==> config.mk <==
export PLATFORM = sky130hd
export DESIGN_NAME = uart_transceiver
export DESIGN_NICKNAME = d
export VERILOG_FILES = /design/src/rtl/uart_transceiver.sv
export SDC_FILE = /design/constraint.sdc
export NUM_CORES = 1
export LEC_CHECK = 0
export ABC_AREA = 1
export CAP_MARGIN = 20
export CORE_ASPECT_RATIO = 1.1
export CORE_MARGIN = 2
export CORE_UTILIZATION = 38
export DETAILED_ROUTE_END_ITERATION = 12
export PLACE_DENSITY_LB_ADDON = 0.08
export SYNTH_ARGS = -nofsm -noshare
export SYNTH_HDL_FRONTEND = slang
export SYNTH_SLANG_ARGS = --single-unit
==> constraint.sdc <==
create_clock -name clk -period 2.3 [get_ports clk]
set_clock_uncertainty 0.1 [all_clocks]
set_input_delay 0.46 -clock clk [delete_from_list [all_inputs] [get_ports clk]]
set_output_delay 0.46 -clock clk [all_outputs]
set_load 0.005 [all_outputs]
==> src/rtl/uart_transceiver.sv <==
// uart_transceiver: full-duplex 8N1-style UART with independent receiver and
// transmitter sharing one clock and reset. Bit timing comes from CLK_HZ / BIT_RATE.
// The receiver samples each bit at its centre, measured from the synchronized
// start edge. The transmitter drives registered outputs only.
`timescale 1ns / 1ps

module uart_transceiver #(
    parameter int BIT_RATE     = 9600,
    parameter int CLK_HZ       = 12_000_000,
    parameter int PAYLOAD_BITS = 8,
    parameter int STOP_BITS    = 1
) (
    input  logic                    clk,
    input  logic                    resetn,
    input  logic                    uart_rxd,
    input  logic                    uart_rx_en,
    output logic                    uart_rx_valid,
    output logic [PAYLOAD_BITS-1:0] uart_rx_data,
    output logic                    uart_rx_break,
    output logic                    uart_txd,
    input  logic                    uart_tx_en,
    output logic                    uart_tx_busy,
    input  logic [PAYLOAD_BITS-1:0] uart_tx_data
);

    // Bit timing. The half-bit offset is clamped to one cycle so that very fast
    // bit rates still produce a valid start-bit check point.
    localparam int CYCLES_PER_BIT = CLK_HZ / BIT_RATE;
    localparam int HALF_BIT       = (CYCLES_PER_BIT / 2 < 1) ? 1 : CYCLES_PER_BIT / 2;
    localparam int STOP_CYCLES    = STOP_BITS * CYCLES_PER_BIT;
    localparam int CNT_W          = $clog2(STOP_CYCLES + 1);
    localparam int IDX_W          = $clog2(PAYLOAD_BITS + 1);

    localparam logic [CNT_W-1:0] TX_BIT_END  = CNT_W'(CYCLES_PER_BIT - 1);
    localparam logic [CNT_W-1:0] TX_STOP_END = CNT_W'(STOP_CYCLES - 1);
    localparam logic [CNT_W-1:0] RX_HALF     = CNT_W'(HALF_BIT);
    localparam logic [CNT_W-1:0] RX_FULL     = CNT_W'(CYCLES_PER_BIT);
    localparam logic [CNT_W-1:0] CNT_ZERO    = '0;
    localparam logic [CNT_W-1:0] CNT_ONE     = CNT_W'(1);
    localparam logic [IDX_W-1:0] IDX_ZERO    = '0;
    localparam logic [IDX_W-1:0] IDX_ONE     = IDX_W'(1);
    localparam logic [IDX_W-1:0] LAST_IDX    = IDX_W'(PAYLOAD_BITS - 1);

    typedef enum logic [1:0] {
        ST_IDLE,
        ST_START,
        ST_DATA,
        ST_STOP
    } uart_state_t;

    // ------------------------------------------------------------------
    // Transmitter
    // ------------------------------------------------------------------
    uart_state_t             tx_state;
    logic [CNT_W-1:0]        tx_cnt;
    logic [IDX_W-1:0]        tx_idx;
    logic [PAYLOAD_BITS-1:0] tx_shift;

    // TX frame sequencer; uart_txd and uart_tx_busy are registered so the line never glitches
    always_ff @(posedge clk or negedge resetn) begin
        if (!resetn) begin
            tx_state     <= ST_IDLE;
            tx_cnt       <= CNT_ZERO;
            tx_idx       <= IDX_ZERO;
            tx_shift     <= '0;
            uart_txd     <= 1'b1;
            uart_tx_busy <= 1'b0;
        end else begin
            case (tx_state)
                ST_IDLE: begin
                    uart_txd     <= 1'b1;
                    uart_tx_busy <= 1'b0;
                    tx_cnt       <= CNT_ZERO;
                    tx_idx       <= IDX_ZERO;
                    if (uart_tx_en) begin
                        tx_shift     <= uart_tx_data;
                        tx_state     <= ST_START;
                        uart_txd     <= 1'b0;
                        uart_tx_busy <= 1'b1;
                    end
                end
                ST_START: begin
                    if (tx_cnt == TX_BIT_END) begin
                        tx_cnt   <= CNT_ZERO;
                        tx_state <= ST_DATA;
                        uart_txd <= tx_shift[0];
                    end else begin
                        tx_cnt <= tx_cnt + CNT_ONE;
                    end
                end
                ST_DATA: begin
                    if (tx_cnt == TX_BIT_END) begin
                        tx_cnt <= CNT_ZERO;
                        if (tx_idx == LAST_IDX) begin
                            tx_state <= ST_STOP;
                            uart_txd <= 1'b1;
                        end else begin
                            tx_idx   <= tx_idx + IDX_ONE;
                            tx_shift <= {1'b0, tx_shift[PAYLOAD_BITS-1:1]};
                            uart_txd <= tx_shift[1];
                        end
                    end else begin
                        tx_cnt <= tx_cnt + CNT_ONE;
                    end
                end
                ST_STOP: begin
                    if (tx_cnt == TX_STOP_END) begin
                        tx_cnt       <= CNT_ZERO;
                        tx_state     <= ST_IDLE;
                        uart_tx_busy <= 1'b0;
                    end else begin
                        tx_cnt <= tx_cnt + CNT_ONE;
                    end
                end
                default: begin
                    tx_state     <= ST_IDLE;
                    uart_txd     <= 1'b1;
                    uart_tx_busy <= 1'b0;
                end
            endcase
        end
    end

    // ------------------------------------------------------------------
    // Receiver
    // ------------------------------------------------------------------
    logic rx_sync1;
    logic rx_sync2;
    logic rx_prev;
    logic rx_fall;

    // Two-flop synchronizer plus one delay stage for falling-edge detection; resets to idle-high
    always_ff @(posedge clk or negedge resetn) begin
        if (!resetn) begin
            rx_sync1 <= 1'b1;
            rx_sync2 <= 1'b1;
            rx_prev  <= 1'b1;
        end else begin
            rx_sync1 <= uart_rxd;
            rx_sync2 <= rx_sync1;
            rx_prev  <= rx_sync2;
        end
    end

    assign rx_fall = rx_prev & ~rx_sync2;

    uart_state_t             rx_state;
    logic [CNT_W-1:0]        rx_cnt;
    logic [IDX_W-1:0]        rx_idx;
    logic [PAYLOAD_BITS-1:0] rx_shift;

    // RX frame sequencer; rx_cnt counts cycles since the last sample point (since the edge in START)
    always_ff @(posedge clk or negedge resetn) begin
        if (!resetn) begin
            rx_state      <= ST_IDLE;
            rx_cnt        <= CNT_ZERO;
            rx_idx        <= IDX_ZERO;
            rx_shift      <= '0;
            uart_rx_data  <= '0;
            uart_rx_valid <= 1'b0;
            uart_rx_break <= 1'b0;
        end else begin
            uart_rx_valid <= 1'b0;
            uart_rx_break <= 1'b0;
            case (rx_state)
                ST_IDLE: begin
                    rx_cnt <= CNT_ONE;
                    rx_idx <= IDX_ZERO;
                    if (uart_rx_en && rx_fall) begin
                        rx_state <= ST_START;
                    end
                end
                ST_START: begin
                    if (rx_cnt == RX_HALF) begin
                        rx_cnt <= CNT_ONE;
                        rx_idx <= IDX_ZERO;
                        if (rx_sync2) begin
                            rx_state <= ST_IDLE;
                        end else begin
                            rx_state <= ST_DATA;
                        end
                    end else begin
                        rx_cnt <= rx_cnt + CNT_ONE;
                    end
                end
                ST_DATA: begin
                    if (rx_cnt == RX_FULL) begin
                        rx_cnt   <= CNT_ONE;
                        rx_shift <= {rx_sync2, rx_shift[PAYLOAD_BITS-1:1]};
                        if (rx_idx == LAST_IDX) begin
                            rx_state <= ST_STOP;
                        end else begin
                            rx_idx <= rx_idx + IDX_ONE;
                        end
                    end else begin
                        rx_cnt <= rx_cnt + CNT_ONE;
                    end
                end
                ST_STOP: begin
                    if (rx_cnt == RX_FULL) begin
                        rx_cnt   <= CNT_ONE;
                        rx_state <= ST_IDLE;
                        if (rx_sync2) begin
                            uart_rx_data  <= rx_shift;
                            uart_rx_valid <= 1'b1;
                        end else if (rx_shift == '0) begin
                            uart_rx_break <= 1'b1;
                        end
                    end else begin
                        rx_cnt <= rx_cnt + CNT_ONE;
                    end
                end
                default: begin
                    rx_state <= ST_IDLE;
                end
            endcase
        end
    end

endmodule

# ---- Yosys cells after proc, flatten, opt, wreduce, memory -nomap -nowiden
# Cells that the tools add are included.
dict set report word_totals {
  regBits 65
  wordCells 108
  in_bits 13
}
dict set report classes {
  mux 44
  reduce_logical 19
  bitwise_logic 2
  eq_ne 23
  addsub 4
}
# operator count
set op_table {}
lappend op_table {{$mux W11} 3}
lappend op_table {{$pmux W11 S3} 1}
lappend op_table {{$mux W8} 3}
lappend op_table {{$ne A2 B2 Y1 const B} 12}
lappend op_table {{$add A11 B1 Y11 const B} 2}
lappend op_table {{$eq A11 B11 Y1 const B} 2}
lappend op_table {{$mux W2} 11}
lappend op_table {{$pmux W11 S2} 1}
lappend op_table {{$mux W4} 5}
lappend op_table {{$pmux W2 S4} 2}
lappend op_table {{$pmux W8 S2} 1}
lappend op_table {{$mux W1} 13}
lappend op_table {{$pmux W4 S3} 1}
lappend op_table {{$eq A11 B10 Y1 const B} 1}
lappend op_table {{$reduce_and A5 Y1} 2}
lappend op_table {{$reduce_and A3 Y1} 3}
lappend op_table {{$add A4 B1 Y4 const B} 2}
lappend op_table {{$eq A2 B2 Y1 const B} 4}
lappend op_table {{$eq A4 B3 Y1 const B} 2}
lappend op_table {{$logic_not A8 Y1} 1}
lappend op_table {{$pmux W4 S2} 1}
lappend op_table {{$reduce_and A4 Y1} 2}
lappend op_table {{$reduce_bool A3 Y1} 2}
lappend op_table {{$eq A2 B1 Y1 const B} 2}
lappend op_table {{10 further kinds} 13}

# ---- Logic depth before layout (Yosys ltp)
# Gate-level depths: netlist (run 1).
dict set report depth {
  word_depth 5
  mapped_depth 11
}

# ---- Least setup slack after synthesis (run 1)
# OpenSTA, ideal clock, no wires.
dict set report synth_path {
  path_type {register -> register}
  start {register tx_state[0]}
  end {register tx_shift[2]}
  synth_period_minus_slack_ns 1.658
  setup_time_ns 0.122
  n_path_buf 1
  stages_incl_launch_ff 11
  t_required_ns 2.078
  slack_ns 0.642
  arrival_ns 1.436
  path_cell_list {dfrtp_1 > inv_1 > ha_1 > inv_2 > nor2_1 > nand3_2 > nand2_4 > nand2_4 > buf_6 > nand2_2 > o21ai_2}
}
dict set report synth_between {
  elab_chain_cells 3
}
# element line_no
set synth_rtl {}
lappend synth_rtl {{start: declaration} 54} ;# uart_state_t tx_state;
lappend synth_rtl {{start signal: assignment} 62} ;# tx_state <= ST_IDLE;
lappend synth_rtl {{start signal: assignment} 77} ;# tx_state <= ST_START;
lappend synth_rtl {{start signal: assignment} 85} ;# tx_state <= ST_DATA;
lappend synth_rtl {{$eq A2 B2 Y1 or $logic_not A2 Y1 (tied branches)} 69} ;# case (tx_state)
lappend synth_rtl {{$ne A2 B2 Y1 (no line) or $reduce_bool A2 Y1 (tied branches)} -}
lappend synth_rtl {{$reduce_and A4 Y1 (no line)} -}
lappend synth_rtl {{end signal: assignment} 76} ;# tx_shift <= uart_tx_data;
lappend synth_rtl {{end signal: assignment} 99} ;# tx_shift <= {1'b0, tx_shift[PAYLOAD_BITS-1:1]};
lappend synth_rtl {{end: declaration} 57} ;# logic [PAYLOAD_BITS-1:0] tx_shift;
# Parallel ways exist; a longest one is shown, timed or not.
# A chain may end at the register's enable or synchronous reset.

# ---- Worst setup path in the final report (run 1)
dict set report layout_path {
  start {register uart_txd}
  end {output port uart_txd}
}
# element line_no
set layout_lines {}
lappend layout_lines {{start: declaration} 20} ;# output logic uart_txd,
lappend layout_lines {{start signal: assignment} 86} ;# uart_txd <= tx_shift[0];
lappend layout_lines {{start signal: assignment} 100} ;# uart_txd <= tx_shift[1];
# No word-level cell between the ends.

==> metrics.cfg, run 1 <==
[timing]
setup_tns_ns = 0
post-route-period-util = 0.835
fmax_mhz = 521
final_hold_viol_count = 0
setup_viol_count_final = 0
rsz0062_at_grt = no
min_period_ns = 1.92
worst_slew_pin_slew_ns = 0.410
slew_headroom = 0.726
maxSlewViolCount = 0
setup_slack_ns = 0.380
holdWs_ns = 0.00510

[synth]
synth_cell_types = 38
synth_edf_count = 0
yosys.area.top_type_share = 0.460
yosys_warnings = 0
yosys-top-cells-area = dfrtp_1 46%, nand2_1 9.3%, ha_1 4.5%
syn_area_per_cell_um2 = 8.97
synthCells = 370
synthFlopType = dfrtp_1
syn-cell-area_mm2 = 0.00332
async_reset_ff_frac = 1.00
synth_most_common_cell = nand2_1
yosysTopAreaCell = dfrtp_1
ys_ff_latch = 65
synth_fp_nets = 395
seq_area_frac_synth = 0.491
synth_commonest_cells = 82 x nand2_1, 61 x dfrtp_1, 38 x inv_1

[worst_setup_path]
critPathKind = reg2out
crit_fanout = 2
rrSetupSlack_ns = 0.42
crit_slowest_cell = dfstp_2
slowest_delay_ns = 0.53
cp_data_required_time_ns = 1.74
worstPathCellList = clkdlybuf4s50_1
worst-path-buf-inv = 1
crit_path_end_kind = output port
critPathTopFamily = flip-flops
crit_arrival_ns = 1.36
worst_r2r_endpoint = tx_shift[7]
reg2reg_depth = 9
r2r-start = tx_state[0]
startpoint_type = flop

[clock_network]
path_clk_slew_ns = 0.08
cts_buffer_depth = 2
cts_setup_buffers = 0
cts-root-buf = clkbuf_8
postCtsResizedCells = 0
clk_latency_ns = 0.35
h-tree-depth = 3
cts_sinks = 65
cts_tree = done
cts_buffers = 9
postCtsHoldBufs = 0

[layout]
area_delta_synth_final_pct = 16.9
antenna_cells = 0
final_util = 0.459
regArea_mm2 = 0.00163
drive_gt1_frac = 0.182
design_area_mm2 = 0.00388
nets = 426
final_cells = 517
n_fill_cell = 836
multi_input_area_mm2 = 0.00146

[drt]
dr.pass1.iters = 5
vias_per_cell = 4.61
wl_mm = 5.85
drcViolationCount = 0
drtAntennaViolNets = 0
first_iter_violations = 67
avgRoutedWirePerCell_um = 11.3
dr_total_vias = 2384

[pwr]
p_leak_nw = 1.81
p_per_area_mw_per_mm2 = 833
ir_worst_vdd_v = 0.000446
p_total_mw = 3.23

[grt]
grt_usage = 0.138
grt_antenna_before_repair = 0
first_global_vias = 2372
grt_max_degree = 66
overflow = 0
grt_pass1_wl_mm = 10.4

[floorplanning]
die_w_um = 93.1
core_mm2 = 0.00845
fp.dieH_um = 102
initial_core_util = 0.393
rows = 35
io_pins = 25
die_area_mm2 = 0.00950

[place]
pre_cts_ws_ns = 0.415
placed_area_mm2 = 0.00368
hpwl_mm = 4.08
dp_cells = 501
io_buffers = 24
gp_congestion = 0.802

[outcome]
status = completed

[run]
maxCapViolCount = 0

[min_path]
hold_path_class = in2async

[layout by cell type, fill, tap and decap left out, drive strengths merged, types with 7 or more instances in the layout]
master         Yosys  routed
nor3               9       9
clkbuf             0      10
ha                12      12
a21oi              8       8
inv               47      48
o21ai             36      36
nand2             92      92
nor2              42      42
nand3             21      21
clkdlybuf4s50      0      23
mux2i              7       7
dfrtp             61      61
[sequential cells by signal (all words and copies together) (netlist names), named ones only]
signal         flops
uart_rx_data       8
tx_cnt            11
rx_idx             4
tx_state           2
rx_prev            1
uart_txd           1
uart_tx_busy       1
rx_sync1           1
uart_rx_break      1
rx_shift           8
uart_rx_valid      1
rx_sync2           1
tx_shift           8
rx_cnt            11
tx_idx             4
rx_state           1
[metal layers]
| layer | vias up | GRT usage | routed length (µm) |
|---|---|---|---|
| li1 | 1249 | - | - |
| met1 | 1096 | 0.178 | 2890 |
| met2 | 29 | 0.221 | 2670 |
| met3 | 10 | 0.0361 | 180 |
| met4 | 0 | 0.0577 | 100 |
| met5 | - | 0 | 0 |
[worst max path at each step]
stage	from	end	slack (ns)	cells after the start
5_1_grt	tx_state[0]	tx_shift[1]	0.20	9
2_1_floorplan	tx_state[0]	tx_shift[2]	0.64	10
6_report	uart_txd	uart_txd	0.38	1
3_3_place_gp	tx_state[0]	tx_shift[0]	0.49	9
4_1_cts	uart_txd	uart_txd	0.36	1
3_5_place_dp	tx_state[0]	tx_shift[1]	0.41	9
[kinds of logic (layout without fill, tap and decap cells)]
logic type      Yosys count  after routing  synth area share
flops                    65             65             0.491
xor+xnor                  7              7            0.0185
simple gates            178            178             0.263
buf+inv                  54             90            0.0693
mux                       7              7            0.0211
fa+ha+maj                12             12            0.0452
compound gates           47             47            0.0916
[report_power, final]
part	total, mW	switching (mW)	internal (mW)
registers	1.38	0.0918	1.29
logic	0.846	0.509	0.337
clock network	1.01	0.473	0.534
[final cells by class]
| class | count | share of cell area |
|---|---|---|
| clock buffer | 10 | 0.0355 |
| clock inverter | 6 | 0.0171 |
| inverter | 48 | 0.0477 |
| multi-input combinational | 251 | 0.376 |
| sequential | 65 | 0.420 |
| tap | 111 | 0.0358 |
| timing repair buffer | 26 | 0.0677 |
(Power assumes the default switching activity.)
==> run 2: changes to the inputs <==
- clock period: 2.3 -> 1.87 ns (I/O delays scaled with it)
==> metrics.cfg, run 2 (same netlist as run 1, synthesis figures left out) <==
[clock_network]
cts_buffers = 9
cts_sinks = 65
cts-root-buf = clkbuf_8
clk_latency_ns = 0.35
h-tree-depth = 3
path_clk_slew_ns = 0.08
cts_buffer_depth = 2
cts_tree = done

[floorplanning]
die_w_um = 93.1
die_area_mm2 = 0.00950
fp.dieH_um = 102
io_pins = 25
initial_core_util = 0.393
core_mm2 = 0.00845
rows = 35

[worst_setup_path]
critPathTopFamily = simple AND/OR/NAND/NOR gates
slowest_delay_ns = 0.43
startpoint_type = flop
worst-path-buf-inv = 1
rrSetupSlack_ns = 0.16
worst_r2r_endpoint = uart_rx_data[5]
crit_slowest_cell = dfrtp_1
cp-endpoint = uart_rx_data[5]
cp.depth = 8
crit_arrival_ns = 1.85
reg2reg_depth = 8
crit_path_end_kind = flop
critPathKind = reg2reg
startpoint = rx_cnt[0]
worstPathCellList = inv_1 -> ha_1 -> nand2_2 -> nor2_4 -> nand3_4 -> nand3b_4 -> nand2_1 -> o21ai_2
crit_fanout = 17
cp_data_required_time_ns = 2.01
r2r-start = rx_cnt[0]

[layout]
design_area_mm2 = 0.00396
final_cell_mix = 82 x nand2_1, 61 x dfrtp_1, 38 x inv_1
final_cells = 519
final_util = 0.468
antenna_cells = 0
drive_gt1_frac = 0.186
top_regs = rx_cnt x11, tx_cnt x11
area_delta_synth_final_pct = 19.2
final_common_cell = nand2_1
nets = 428

[timing]
slew_headroom = 0.717
min_period_ns = 1.71
worst_slew_pin_slew_ns = 0.423
final_hold_viol_count = 0
rsz0062_at_grt = no
setup_viol_count_final = 0
setup_tns_ns = 0
fmax_mhz = 584
setup_slack_ns = 0.158
holdWs_ns = 0.251
maxSlewViolCount = 0
post-route-period-util = 0.916

[pwr]
p_total_mw = 4.30
p_per_area_mw_per_mm2 = 1090
p_leak_nw = 1.85
ir_worst_vdd_v = 0.000588

[grt]
first_global_vias = 2275
grt_pass1_wl_mm = 10.5
overflow = 0
grt_max_degree = 66
grt_usage = 0.141
grt_antenna_before_repair = 0

[place]
io_buffers = 24
dp_cells = 502
pre_cts_ws_ns = 0.119
placed_area_mm2 = 0.00368
gp_congestion = 0.794
hpwl_mm = 4.15

[drt]
avgRoutedWirePerCell_um = 11.4
drtAntennaViolNets = 0
first_iter_violations = 66
dr_total_vias = 2379
dr.pass1.iters = 4
drcViolationCount = 0
wl_mm = 5.89
vias_per_cell = 4.58

[outcome]
status = completed

[run]
maxCapViolCount = 0

[min_path]
hold_path_class = reg2reg

[run 2: cell type report]
type	count	area (µm²)
clock inverters	7	125
well taps	111	139
inverters	48	185
repair buffers	28	283
multi-input cells	251	1470
fillers	822	4490
flip-flops and latches	65	1630
clock buffers	9	124
[run 2: routing by layer]
layer,vias to the layer above,GRT usage,part of all wire
li1,1253,-,-
met1,1079,0.186,0.50
met2,32,0.213,0.44
met3,15,0.0332,0.028
met4,0,0.0826,0.033
met5,-,0,0
[run 2: worst min path at each step]
stage              from  cells past startpoint                    endpoint
5_1_grt        rx_sync1                      0                    rx_sync2
6_report       rx_sync1                      0                    rx_sync2
2_1_floorplan    resetn                      0  asynchronous set/reset pin
3_5_place_dp   rx_sync1                      0                    rx_sync2
4_1_cts        rx_sync1                      0                    rx_sync2
3_3_place_gp   rx_sync1                      0                    rx_sync2
[run 2: worst reg2reg max path, delay by kind of cell (launching register included)]
family	cells	cell delay (ns)
DFF	1	0.43
and+or+nand+nor	5	0.79
buffers and inverters	1	0.08
adders and majority gates	1	0.15
AOI/OAI and AO/OA	1	0.06
[run 2: repair_timing]
action | CTS | global route
hold buffers | 1 | 0
buffers inserted | 0 | 0
resized for setup | 0 | 4
endpoints found under the hold margin | 61 | 0
endpoints found under the setup margin | 0 | 10
[run 2: where the power goes]
part / total, mW / internal [mW] / switching [mW]
clock: 1.51 / 0.902 / 0.605
sequential: 1.70 / 1.58 / 0.117
combinational: 1.09 / 0.438 / 0.655
